`src/rtl/stepper_pkg.sv`:
```
// Shared types and defaults for the stepper move controller.
package stepper_pkg;

  typedef enum logic [1:0] {
    StIdle,
    StRun,
    StSettle
  } state_e;

  localparam int unsigned DefCntW      = 16;
  localparam int unsigned DefDivW      = 16;
  localparam int unsigned DefSettleCyc = 4;

  localparam logic DirCw  = 1'b0;
  localparam logic DirCcw = 1'b1;

endpackage

```
`src/rtl/step_rate_timer.sv`:
```
// Loadable step-period down-counter: one-cycle tick on expiry, then reloads the latched period.
module step_rate_timer #(
  parameter int unsigned DIV_W = 16
) (
  input  logic             clk_i,
  input  logic             rst_i,
  input  logic             load_i,
  input  logic [DIV_W-1:0] load_val_i,
  input  logic             run_i,
  output logic             tick_o
);

  logic [DIV_W-1:0] cnt_q, cnt_d;
  logic [DIV_W-1:0] reload_q, reload_d;

  always_comb begin
    cnt_d    = cnt_q;
    reload_d = reload_q;
    tick_o   = run_i && !load_i && (cnt_q == DIV_W'(1));
    if (load_i) begin
      cnt_d    = load_val_i;
      reload_d = load_val_i;
    end else if (run_i) begin
      // Reload instead of passing through zero keeps the step spacing exact.
      cnt_d = (cnt_q == DIV_W'(1)) ? reload_q : cnt_q - DIV_W'(1);
    end
  end

  always_ff @(posedge clk_i) begin
    if (rst_i) begin
      cnt_q    <= '0;
      reload_q <= '0;
    end else begin
      cnt_q    <= cnt_d;
      reload_q <= reload_d;
    end
  end

endmodule

```
`src/rtl/stepper_move_ctrl.sv`:
```
// Stepper move controller: accepts a move command, issues paced step pulses, settles, reports done.
module stepper_move_ctrl
  import stepper_pkg::*;
#(
  parameter int unsigned CNT_W      = DefCntW,
  parameter int unsigned DIV_W      = DefDivW,
  parameter int unsigned SETTLE_CYC = DefSettleCyc  // must be at least 1
) (
  input  logic             clk,
  input  logic             rst,
  input  logic             cmd_valid,
  output logic             cmd_ready,
  input  logic [CNT_W-1:0] cmd_steps,
  input  logic             cmd_dir,
  input  logic [DIV_W-1:0] cmd_period,
  input  logic             abort,
  output logic             step_en,
  output logic             step_dir,
  output logic             busy,
  output logic             done,
  output logic             aborted,
  output logic [CNT_W-1:0] steps_left
);

  localparam int unsigned SetW = (SETTLE_CYC > 1) ? $clog2(SETTLE_CYC) : 1;
  localparam logic [SetW-1:0] SettleLast = SetW'(SETTLE_CYC - 1);

  state_e           state_q, state_d;
  logic [CNT_W-1:0] steps_q, steps_d;
  logic [SetW-1:0]  settle_q, settle_d;
  logic             dir_q, dir_d;
  logic             aborted_q, aborted_d;
  logic             done_q, done_d;

  logic             accept;
  logic             tick;
  logic             step_int;
  logic [DIV_W-1:0] p_eff;

  assign p_eff  = (cmd_period == '0) ? DIV_W'(1) : cmd_period;
  assign accept = cmd_valid && (state_q == StIdle);

  step_rate_timer #(
    .DIV_W(DIV_W)
  ) u_timer (
    .clk_i     (clk),
    .rst_i     (rst),
    .load_i    (accept),
    .load_val_i(p_eff),
    .run_i     (state_q == StRun),
    .tick_o    (tick)
  );

  always_comb begin
    state_d   = state_q;
    steps_d   = steps_q;
    settle_d  = settle_q;
    dir_d     = dir_q;
    aborted_d = aborted_q;
    done_d    = 1'b0;
    step_int  = 1'b0;
    unique case (state_q)
      StIdle: begin
        if (cmd_valid) begin
          dir_d     = cmd_dir;
          aborted_d = 1'b0;
          settle_d  = '0;
          steps_d   = cmd_steps;
          state_d   = (cmd_steps == '0) ? StSettle : StRun;
        end
      end
      StRun: begin
        // Abort wins over a step falling due in the same cycle.
        if (abort) begin
          aborted_d = 1'b1;
          settle_d  = '0;
          state_d   = StSettle;
        end else if (tick && steps_q != '0) begin
          step_int = 1'b1;
          steps_d  = steps_q - CNT_W'(1);
          if (steps_q == CNT_W'(1)) begin
            settle_d = '0;
            state_d  = StSettle;
          end
        end
      end
      StSettle: begin
        if (settle_q == SettleLast) begin
          done_d  = 1'b1;
          state_d = StIdle;
        end else begin
          settle_d = settle_q + SetW'(1);
        end
      end
      default: state_d = StIdle;
    endcase
  end

  always_ff @(posedge clk) begin
    if (rst) begin
      state_q   <= StIdle;
      steps_q   <= '0;
      settle_q  <= '0;
      dir_q     <= DirCw;
      aborted_q <= 1'b0;
      done_q    <= 1'b0;
    end else begin
      state_q   <= state_d;
      steps_q   <= steps_d;
      settle_q  <= settle_d;
      dir_q     <= dir_d;
      aborted_q <= aborted_d;
      done_q    <= done_d;
    end
  end

  // Outputs are forced to their reset values for the whole cycle rst is high.
  assign cmd_ready  = (state_q == StIdle) && !rst;
  assign step_en    = step_int && !rst;
  assign busy       = (state_q != StIdle) && !rst;
  assign done       = done_q && !rst;
  assign aborted    = aborted_q && !rst;
  assign step_dir   = dir_q && !rst;
  assign steps_left = rst ? '0 : steps_q;

endmodule

```
`config.mk`:
```
export PLATFORM = sky130hd
export DESIGN_NAME = stepper_move_ctrl
export DESIGN_NICKNAME = d
export VERILOG_FILES = /design/src/rtl/stepper_pkg.sv /design/src/rtl/step_rate_timer.sv /design/src/rtl/stepper_move_ctrl.sv
export SDC_FILE = /design/constraint.sdc
export NUM_CORES = 1
export LEC_CHECK = 0
export BUFFER_PORTS_ARGS = -buffer_cell sky130_fd_sc_hd__buf_2
export CORE_MARGIN = 2
export CORE_UTILIZATION = 38
export CTS_CLUSTER_SIZE = 40
export DETAILED_ROUTE_END_ITERATION = 10
export GPL_TIMING_DRIVEN = 0
export PLACE_DENSITY = 0.65
export SLEW_MARGIN = 10
export SYNTH_ARGS = -nofsm -noshare
export SYNTH_HDL_FRONTEND = slang
export SYNTH_SLANG_ARGS = --single-unit
```
`constraint.sdc`:
```
create_clock -name clk -period 4 [get_ports clk]
set_input_delay 0.6 -clock clk [delete_from_list [all_inputs] [get_ports clk]]
set_output_delay 0.6 -clock clk [all_outputs]
set_load 0.02 [all_outputs]
```
==> results of run 1 <==
## kinds of logic after synthesis
kind of cell / count (synthesis) / synth area share, %
AOI/OAI and AO/OA: 125 / 26.2
adders and majority gates: 6 / 2.28
DFF: 55 / 33.5
and+or+nand+nor: 195 / 31.5
muxes: 1 / 0.343
buffers and inverters: 39 / 4.80
xor gates and xnor gates: 5 / 1.33
## stage by stage
| stage | instance area (µm²) | hold WS (ps) | power, µW | instances | worst slack, ps |
|---|---|---|---|---|---|
| final | 3780 | 457 | 2040 | 594 | 1020 |
| after global routing | 3780 | 479 | 2180 | 594 | 873 |
| after CTS | 3780 | 457 | 2030 | 594 | 1040 |
| after detailed placement | 3700 | 442 | 1700 | 587 | 1110 |
| after global placement | 3700 | 438 | 1690 | 587 | 1090 |
| after floorplan | 3290 | 429 | 1450 | 426 | 1440 |
## power by group
group	total (µW)	leakage (µW)	internal, µW	switching [µW]
clock	333	0.0000470	137	196
combinational	952	0.000926	369	583
sequential	754	0.000452	646	108
## cell type report
| type | count | area share (%) |
|---|---|---|
| clock inverters | 1 | 0.132 |
| clock buffers | 6 | 2.18 |
| plain buffers | 31 | 3.37 |
| flip-flops and latches | 55 | 29.1 |
| multi-input cells | 332 | 53.6 |
| repair buffers | 56 | 7.40 |
| inverters | 8 | 0.793 |
| well taps | 105 | 3.47 |
## worst reg2reg max path, stage by stage (launching register included)
cell      delay, ps
dfxtp_1         410
nor4_2          460
nand4_1         230
clkbuf_1        310
or3_1           410
o21ai_1         200
mux2_2          350
## flip-flops by register name, indices dropped and copies added, names as in the netlist
| signal | count |
|---|---|
| dir_q | 1 |
| state_q | 2 |
| aborted_q | 1 |
| settle_q | 2 |
| done_q | 1 |
| u_timer.reload_q | 16 |
| steps_q | 16 |
| u_timer.cnt_q | 16 |
## per-layer routing
metal	up-vias	routed length, µm	GRT usage, %
met3	15	457	2.31
met1	1721	4780	29.1
met2	118	5150	38.1
li1	1731	-	-
met4	0	195	7.15
met5	-	0	0
## Yosys cell counts, types with 4 or more instances
master / n
clkbuf_1: 21
nor4_1: 21
nor2b_1: 20
o311ai_0: 5
inv_1: 8
buf_2: 6
nand4_1: 5
nand2_1: 57
or3_1: 8
ha_1: 6
o31ai_1: 5
o211ai_1: 13
dfxtp_1: 55
nor3_1: 12
xnor2_1: 4
a21oi_1: 41
o21ai_0: 12
o22ai_1: 8
nand3_1: 8
a311oi_1: 11
nor2_1: 37
or4_1: 4
## worst paths after layout
kind | endpoint
min | dir_q
max | step_en
max reg2reg | steps_q[1]
min reg2reg | dir_q
==> metrics.txt, run 1 <==
CP bufs+invs 3; Core ar. about 8300 µm²; Initial Utilization between 30% and 40%; setup TNS 0 ps; Detail Placement HPWL 7870 µm; HP Class reg2reg; CP Launch Type register; Worst-Skew Late Latency about 320 ps; post-synth top area cell dfxtp_1; wire length per cell 17.8 µm; Area contributors post-synth dfxtp_1, nand2_1, a21oi_1; Worst path max stage delay roughly 520 ps; Initial DRT Pass Iterations 4; residual DRC count 0; part of the cycle the worst path needs between 70 and 80%; area of the multi-input gates 2030 µm²; Reg2Reg Depth 6; Max Freq 0.335 GHz; Netlist cell types 63; largest net degree at the start of global routing 16; syn avg cell area about 7.7 µm²; EDFF count, synth 0; CP max stage cell a311o_1; Yosys top cell area share between 30% and 40%; Clock Path Buffers 2; global-route wire length before repair roughly 17000 µm; start of the worst register-to-register path u_timer.cnt_q[7]; CTS tree yes; worst slew pin tran about 840 ps; Req. time, crit path about 3400 ps; Fin. Hold Viols 0; layout cells sized above 1 between 10% and 20%; setup bufs post-CTS 0; ANT nets after route 0; reg2reg setup slack ~1500 ps; Inserted Diodes 0; leakage 0.00143 µW; VDD IR-drop max slightly above 0.2 mV; flops & latches, synth between 50 and 60; Power Dens Cells approximately 540 nW/µm²; CP startpoint state_q[0]; CP endpoint kind primary output; crit path kind reg2out; grt ovf 0; CTS Buf Count 5; hold path cells 2; Syn. warnings 0; nets roughly 530; Via-to-Cell Ratio between 6 and 7; Final Max Slew Viols 0; gr usage total 22.2%; area of the mapped netlist around 3300 µm²; fillers approximately 860; htree depth 2; IO buf count 56; outcome finished clean; # setup viols final 0; kind of cell adding the most delay to the critical path buffers and inverters; die area ~9400 µm²; crit-path cells buf_2 -> or3b_2 -> clkbuf_1 -> nand2_1 -> a311o_1 -> nor3_1 -> buf_2; final WL about 11000 µm; Register Area between 1000 and 1500 µm²; Net Count, Synth 469; Via Count 3585; Fin Clk Skew about 11 ps; most frequent cells in the layout buf_2, nand2_1, dfxtp_1; commonest non-fill, non-tap cell in the layout buf_2; area grow syn2layout 15.2%; Layout Utilization 45.6%; Clock transition at path regs around 100 ps; Root Buffer Master clkbuf_8; number of global-route vias before repair roughly 3.4k; Max FO, Critical Path 10; CP dominant cell by count buf_2; Worst Hold Launch dir_q; Placer Congestion 0.920; Hold Buf Count CTS 0; Stages on worst setup path 7; Synth Instances roughly 430; max_cap viols 0; CP Data Arrival Time ~2400 ps; Rows 33; Period minus WS final about 3000 ps; Main synth FF type dfxtp_1; Die Wd between 90 and 100 µm; # IOs a little under 60; initial antenna violation count 0; Relative slew margins a little over two fifths; Initial DRC Count roughly 170; cts repair resizes 0; FFs w/ async S/R, synth 0%; post-synthesis sequential area ratio between 30 and 40%; die extent in y around 97 µm; unrepaired setup endpoints after global routing no; Clock Sinks 55
Power figures use the tool's default switching activity.
==> run 2: changes to the inputs <==
--- a/config.mk
+++ b/config.mk
@@ -5,6 +5,7 @@
 export SDC_FILE = /design/constraint.sdc
 export NUM_CORES = 1
 export LEC_CHECK = 0
+export ABC_AREA = 1
 export BUFFER_PORTS_ARGS = -buffer_cell sky130_fd_sc_hd__buf_2
 export CORE_MARGIN = 2
 export CORE_UTILIZATION = 38
==> constraint.sdc (replaced) <==
create_clock -name clk -period 3.06 [get_ports clk]
set_input_delay 0.459 -clock clk [delete_from_list [all_inputs] [get_ports clk]]
set_output_delay 0.459 -clock clk [all_outputs]
set_load 0.02 [all_outputs]
==> run 2 against run 1 <==
  * Hold slack worse by 43 ps
  * Via count is 9.1% higher
  * Register-to-register slack got worse by 340 ps
  * Setup slack worse by 470 ps
  * Synthesized cell count is 38% higher
  * Synthesized area is 8.2% higher
  * Clock skew shrank 2.0 ps
  * Wire length shrank 2.0%
  * Critical path type unchanged
  * Critical endpoint unchanged
  * Highest routed layer unchanged
==> metrics.txt, run 2 <==
Psw 2190 µW (+150%); Power Dens Cells 1030 nW/µm² (+92%); final WL 10400 µm (-2.0%); flops & latches, synth 55 (unchanged); switch share 51.9% (+8.4 points); Netlist cell types 34 (-46%); die extent in y 101 µm (+3.8%); placed instance area 3980 µm² (+7.6%); Req. time, crit path 2600 ps (-800 ps); # setup viols final 0 (unchanged); Fin Clk Skew 8.81 ps (-2.02 ps); Register Area 1100 µm² (unchanged); CTS tree yes; Max FO, Critical Path 10 (unchanged); Worst path max stage delay 320 ps (-200 ps); CP max stage cell dfxtp_1; outcome finished clean; Worst Hold Launch cmd_dir; Yosys top cell area share 31.0% (-2.5 points); area of the mapped netlist 3550 µm² (+8.2%); power share of the clock group 11.0% (-5.3 points); unrepaired setup endpoints after global routing no; start of the worst register-to-register path u_timer.cnt_q[1]; Clock transition at path regs 110 ps (about the same); Fin. Hold Viols 0 (unchanged); crit path kind reg2out; Net Count, Synth 633 (+35%); ANT nets after route 0 (unchanged); CP endpoint kind primary output; Internal 2030 µW (+77%); WHS Endpoint dir_q; CP Launch Type register; fin area 4080 µm² (+7.9%); post-synth top area cell dfxtp_1; count leader, synth nand2_1; residual DRC count 0 (unchanged); IO buf count 57 (+1.8%); Core ar. 9150 µm² (+10%); power share of the combinational group 61.4% (+15 points); CTS Buf Count 5 (unchanged); grt ovf 0 (unchanged); Final Max Slew Viols 0 (unchanged); Relative slew margins 53.2% (+9.5 points); worst hold slack 415 ps (-42.7 ps); initial antenna violation count 0 (unchanged); fillers 975 (+13%); syn avg cell area 6.02 µm² (-22%); largest net degree at the start of global routing 17 (+1); layout cells sized above 1 15.9% (-2.3 points); power share of the sequential group 27.6% (-9.4 points); Via Count 3913 (+9.1%); wire length per cell 13.5 µm (-24%); RR Endpoint u_timer.cnt_q[10]; Root Buffer Master clkbuf_8; Clock Path Buffers 2 (unchanged); Initial DRT Pass Iterations 5 (+1); Rows 35 (+6.1%); largest registers steps_q: 16 flops, u_timer.cnt_q: 16 flops, u_timer.reload_q: 16 flops; Hold Buf Count CTS 0 (unchanged); Main synth FF type dfxtp_1; post-synthesis sequential area ratio 31.0% (-2.5 points); Inserted Diodes 0 (unchanged); FFs w/ async S/R, synth 0% (unchanged); EDFF count, synth 0 (unchanged); Area contributors post-synth dfxtp_1, nand2_1, nor2_1; most frequent cells in the layout nand2_1, nor2_1, buf_2; Syn. warnings 0 (unchanged); Period minus WS final 2520 ps; die area 10100 µm² (+7.8%); setup TNS 0 ps (unchanged); Max Freq 0.397 GHz; htree depth 2 (unchanged); part of the cycle the worst path needs 82.2%; Die Wd 101 µm (+3.8%); Layout Utilization 44.6% (-1.0 points); global-route wire length before repair 16900 µm (-2.6%); VDD IR-drop max 0.361 mV (+74%); commonest non-fill, non-tap cell in the layout nand2_1; # IOs 59 (unchanged); cts repair resizes 0 (unchanged); Initial DRC Count 194 (+15%); Initial Utilization 38.8% (-0.75 points); most common library cells after synthesis nand2_1, nor2_1, dfxtp_1; final worst setup slack 544 ps (-474 ps); area of the multi-input gates 2140 µm² (+5.4%); setup bufs post-CTS 0 (unchanged); Detail Placement HPWL 7700 µm (-2.3%); Reg2Reg Depth 12 (+6); crit-path cells inv_1 -> ha_1 -> inv_1 -> nor2_1 -> nand2_1 -> nor2_1 -> nand2_2 -> nor2_2 -> nand2_1 -> nor3_1 -> buf_2; number of global-route vias before repair 3662 (+7.6%); hold path cells 3 (+1); HP Class in2reg; max_cap viols 0 (unchanged); area grow syn2layout 14.9%; Synth Instances 590 (+38%); Worst-Skew Late Latency 320 ps (about the same); worst slew pin tran 703 ps (-139 ps); nets 697 (+31%); Setup WS pre-CTS 918 ps (-194 ps); reg2reg setup slack 1200 ps (-340 ps); Via-to-Cell Ratio 5.11 (-15%); leakage 0.00199 µW (+39%); gr usage total 20.5% (-1.6 points); CP Data Arrival Time 2060 ps (-320 ps); Placer Congestion 0.890 (-3.3%); Clock Sinks 55 (unchanged)
run 2: cell count changes after synthesis, moves of 11 or more:
cell | before | now
nor4_1 | 21 | 1
nor2b_1 | 20 | 0
nand3_1 | 8 | 33
a311oi_1 | 11 | 0
o21ai_0 | 12 | 46
inv_1 | 8 | 48
o211ai_1 | 13 | 2
nor2_1 | 37 | 116
clkbuf_1 | 21 | 10
nand2_1 | 57 | 163
run 2: logic make-up (layout without fill, tap and decap cells):
family                   count (synthesis)  count (layout)  share of synthesized area, %
adder cells (fa/ha/maj)                  6               6                          2.11
buffers and inverters                   76             141                          8.91
AND/OR/NAND/NOR                        339             339                          39.9
AO/OA/AOI/OAI                          104             104                          15.6
flip-flops                              55              55                          31.0
XOR/XNOR                                10              10                          2.46
run 2: worst max-delay path, delay by kind of cell, from the launching register on:
| kind | cells | cell delay [ps] |
|---|---|---|
| adders and majority gates | 1 | 180 |
| and+or+nand+nor | 7 | 890 |
| DFF | 1 | 320 |
| buffers and inverters | 3 | 350 |
run 2: power groups by stage:
stage	Clock [µW]	Combinational, µW	Sequential (µW)
global route	495	2940	1200
floorplan	0	1990	1120
finish	463	2600	1170
detailed placement	0	2570	1170
CTS	474	2590	1160
global placement	0	2530	1170
run 2: final cells by class:
| class | instances | share of cell area (%) |
|---|---|---|
| buffer | 21 | 2.64 |
| clock buffer | 7 | 2.36 |
| clock inverter | 1 | 0.184 |
| inverter | 55 | 5.12 |
| multi-input combinational | 459 | 52.3 |
| sequential | 55 | 27.0 |
| tap | 111 | 3.40 |
| timing repair buffer | 57 | 6.99 |
run 2: metrics by stage:
| step | power (µW) | cells |
|---|---|---|
| after floorplan | 3120 | 590 |
| after global placement | 3700 | 758 |
| after detailed placement | 3740 | 758 |
| after CTS | 4220 | 766 |
| after global routing | 4640 | 766 |
| final | 4230 | 766 |
run 2: layer usage:
metal	vias to the layer above	routed length, µm	GRT usage [%]
li1	2008	-	-
met3	18	497	2.84
met1	1786	4780	26.7
met2	101	4900	35.1
met5	-	0	0
met4	0	194	6.32
run 2: how the worst max path moves through the flow:
stage / startpoint / endpoint / slack, ps / depth (start not counted)
2_1_floorplan: u_timer.cnt_q[1] / step_en / 1040 / 10
3_3_place_gp: u_timer.cnt_q[1] / step_en / 950 / 11
3_5_place_dp: u_timer.cnt_q[1] / step_en / 920 / 11
4_1_cts: u_timer.cnt_q[1] / step_en / 560 / 11
5_1_grt: u_timer.cnt_q[1] / step_en / 350 / 11
6_report: u_timer.cnt_q[1] / step_en / 540 / 11
==> run 3: changes to the inputs <==
--- a/config.mk
+++ b/config.mk
@@ -12,7 +12,7 @@
 export CTS_CLUSTER_SIZE = 40
 export DETAILED_ROUTE_END_ITERATION = 10
 export GPL_TIMING_DRIVEN = 0
-export PLACE_DENSITY = 0.65
+export PLACE_DENSITY = 0.67
 export SLEW_MARGIN = 10
 export SYNTH_ARGS = -nofsm -noshare
 export SYNTH_HDL_FRONTEND = slang
==> constraint.sdc (replaced) <==
create_clock -name clk -period 2.3 [get_ports clk]
set_input_delay 0.345 -clock clk [delete_from_list [all_inputs] [get_ports clk]]
set_output_delay 0.345 -clock clk [all_outputs]
set_load 0.02 [all_outputs]
==> run 3 against run 2 <==
  * Setup slack worse by 380 ps
  * Sequential share of layout area is essentially flat
  * Die area did not move
  * Critical path type unchanged
  * Highest routed layer unchanged
==> metrics.txt, run 3 (synthesis gave the netlist of run 2 again) <==
outcome finished clean; CP Launch Type register; Clock Path Buffers 2 (unchanged); wire length per cell 13.2 µm (-2.3%); leakage 0.00199 µW (about the same); Detail Placement HPWL 7570 µm (-1.6%); Max Freq about 0.47 GHz; global-route wire length before repair 16900 µm (about the same); CP Data Arrival Time 1790 ps (-270 ps); # setup viols final 0 (unchanged); Core ar. 9150 µm² (unchanged); Clock Sinks 55 (unchanged); most frequent cells in the layout nand2_1, nor2_1, buf_2; area of the multi-input gates 2150 µm² (+0.59%); initial antenna violation count 0 (unchanged); crit-path cells inv_2 -> ha_2 -> inv_1 -> nor2_2 -> nand2_1 -> nor2_2 -> nand2_2 -> nor2_2 -> nand2_1 -> nor3_2 -> buf_4; final WL 10100 µm (-2.2%); Final Max Slew Viols 0 (unchanged); Initial DRC Count 185 (-4.6%); Fin Clk Skew 16.1 ps (+7.33 ps); Fin. Hold Viols 0 (unchanged); Initial DRT Pass Iterations 5 (unchanged); number of global-route vias before repair 3635 (-0.74%); CP max stage cell dfxtp_1; largest registers steps_q: 16 flops, u_timer.cnt_q: 16 flops, u_timer.reload_q: 16 flops; Worst path max stage delay 330 ps (about the same); CTS tree yes; residual DRC count 0 (unchanged); CP endpoint kind primary output; Die Wd 101 µm (unchanged); Register Area 1100 µm² (+0.11%); Max FO, Critical Path 3 (-7); ANT nets after route 0 (unchanged); Via-to-Cell Ratio 5.01 (-2.0%); worst slew pin tran 640 ps (-62.5 ps); fin area 4090 µm² (+0.28%); RR Endpoint u_timer.cnt_q[13]; Root Buffer Master clkbuf_8; reg2reg setup slack 490 ps (-710 ps); Worst-Skew Late Latency 320 ps (about the same); largest net degree at the start of global routing 19 (+2); WHS Endpoint u_timer.reload_q[12]; VDD IR-drop max 0.513 mV (+42%); IO buf count 57 (unchanged); fillers 983 (+0.82%); die extent in y 101 µm (unchanged); Power Dens Cells 1370 nW/µm² (+32%); # IOs 59 (unchanged); start of the worst register-to-register path u_timer.cnt_q[1]; Period minus WS final between 2000 and 2500 ps; max_cap viols 0 (unchanged); htree depth 2 (unchanged); die area 10100 µm² (unchanged); commonest non-fill, non-tap cell in the layout nand2_1; CTS Buf Count 5 (unchanged); unrepaired setup endpoints after global routing no; CP bufs+invs 3 (unchanged); Via Count 3840 (-1.9%); Placer Congestion 0.921 (+3.6%); Req. time, crit path 1960 ps (-640 ps); setup TNS 0 ps (unchanged); crit path kind reg2out; Reg2Reg Depth 13 (+1); layout cells sized above 1 16.9% (+1.0 points); grt ovf 0 (unchanged); CP dominant cell by count nor2_2; hold path cells 3 (unchanged); Inserted Diodes 0 (unchanged); placed instance area 3980 µm² (unchanged); area grow syn2layout 15.2%; Rows 35 (unchanged); HP Class in2reg; Initial Utilization 38.8% (unchanged); Worst Hold Launch cmd_period[12]; Relative slew margins 57.3% (+4.2 points); Clock transition at path regs 120 ps (about the same); Hold Buf Count CTS 0 (unchanged); gr usage total 20.8% (+0.26 points); part of the cycle the worst path needs between 90% and 100%; kind of cell adding the most delay to the critical path simple AND/OR/NAND/NOR gates; nets 698 (+0.14%)
==> run 3: layout make-up <==
type	instances	area share, %
flip-flops and latches	55	26.9
clock buffers	5	1.68
multi-input cells	459	52.5
plain buffers	21	2.63
inverters	55	5.10
clock inverters	3	0.550
well taps	111	3.39
repair buffers	58	7.21
==> run 3: what timing repair did <==
action,in CTS,in global routing
buffers inserted,1,0
setup endpoints to repair,1,1
pin swaps,1,1
gates resized for setup,0,7
==> run 3: metal layers <==
metal / up-vias / wire (µm) / share of wire [%] / global-route usage (%)
met5: - / 0 / 0 / 0
met4: 0 / 129 / 1.3 / 5.90
met3: 10 / 489 / 4.8 / 3.12
met2: 91 / 4830 / 48 / 36.3
met1: 1725 / 4690 / 46 / 26.6
li1: 2014 / - / - / -
==> run 3: stage by stage <==
step / hold slack (ps) / cells / total power [µW] / setup slack, ps / util, %
2_1_floorplan: 431 / 590 / 4150 / 397 / -
3_3_place_gp: 457 / 758 / 4910 / 290 / 43.5
3_5_place_dp: 455 / 758 / 4960 / 334 / 43.5
4_1_cts: 287 / 767 / 5560 / 99.7 / 44.6
5_1_grt: 304 / 767 / 6170 / 20.3 / 44.7
6_report: 295 / 767 / 5590 / 167 / 44.7
==> run 3: how the worst max path moves through the flow <==
stage	from	endpoint	cells after the start	slack (ps)
detailed placement	u_timer.cnt_q[1]	step_en	11	330
finish	u_timer.cnt_q[1]	step_en	11	170
CTS	u_timer.cnt_q[1]	step_en	11	100
global placement	u_timer.cnt_q[1]	step_en	11	290
global route	u_timer.cnt_q[1]	step_en	11	20
floorplan	u_timer.cnt_q[1]	step_en	10	400
==> run 3: worst reg2reg max path: stages, from the launching register on <==
cell	delay, ps
dfxtp_1	330
inv_2	70
ha_2	170
inv_1	40
nor2_2	80
nand2_1	70
nor2_2	100
nand2_2	80
buf_4	190
nand2_2	140
buf_4	210
nand2_1	60
o21ai_0	70
a21oi_1	80
==> run 3: report_power, final <==
part	total [µW]	switching, µW	internal [µW]
Clock	579	357	222
Combinational	3470	2290	1170
Sequential	1550	284	1260
Total	5590	2940	2660
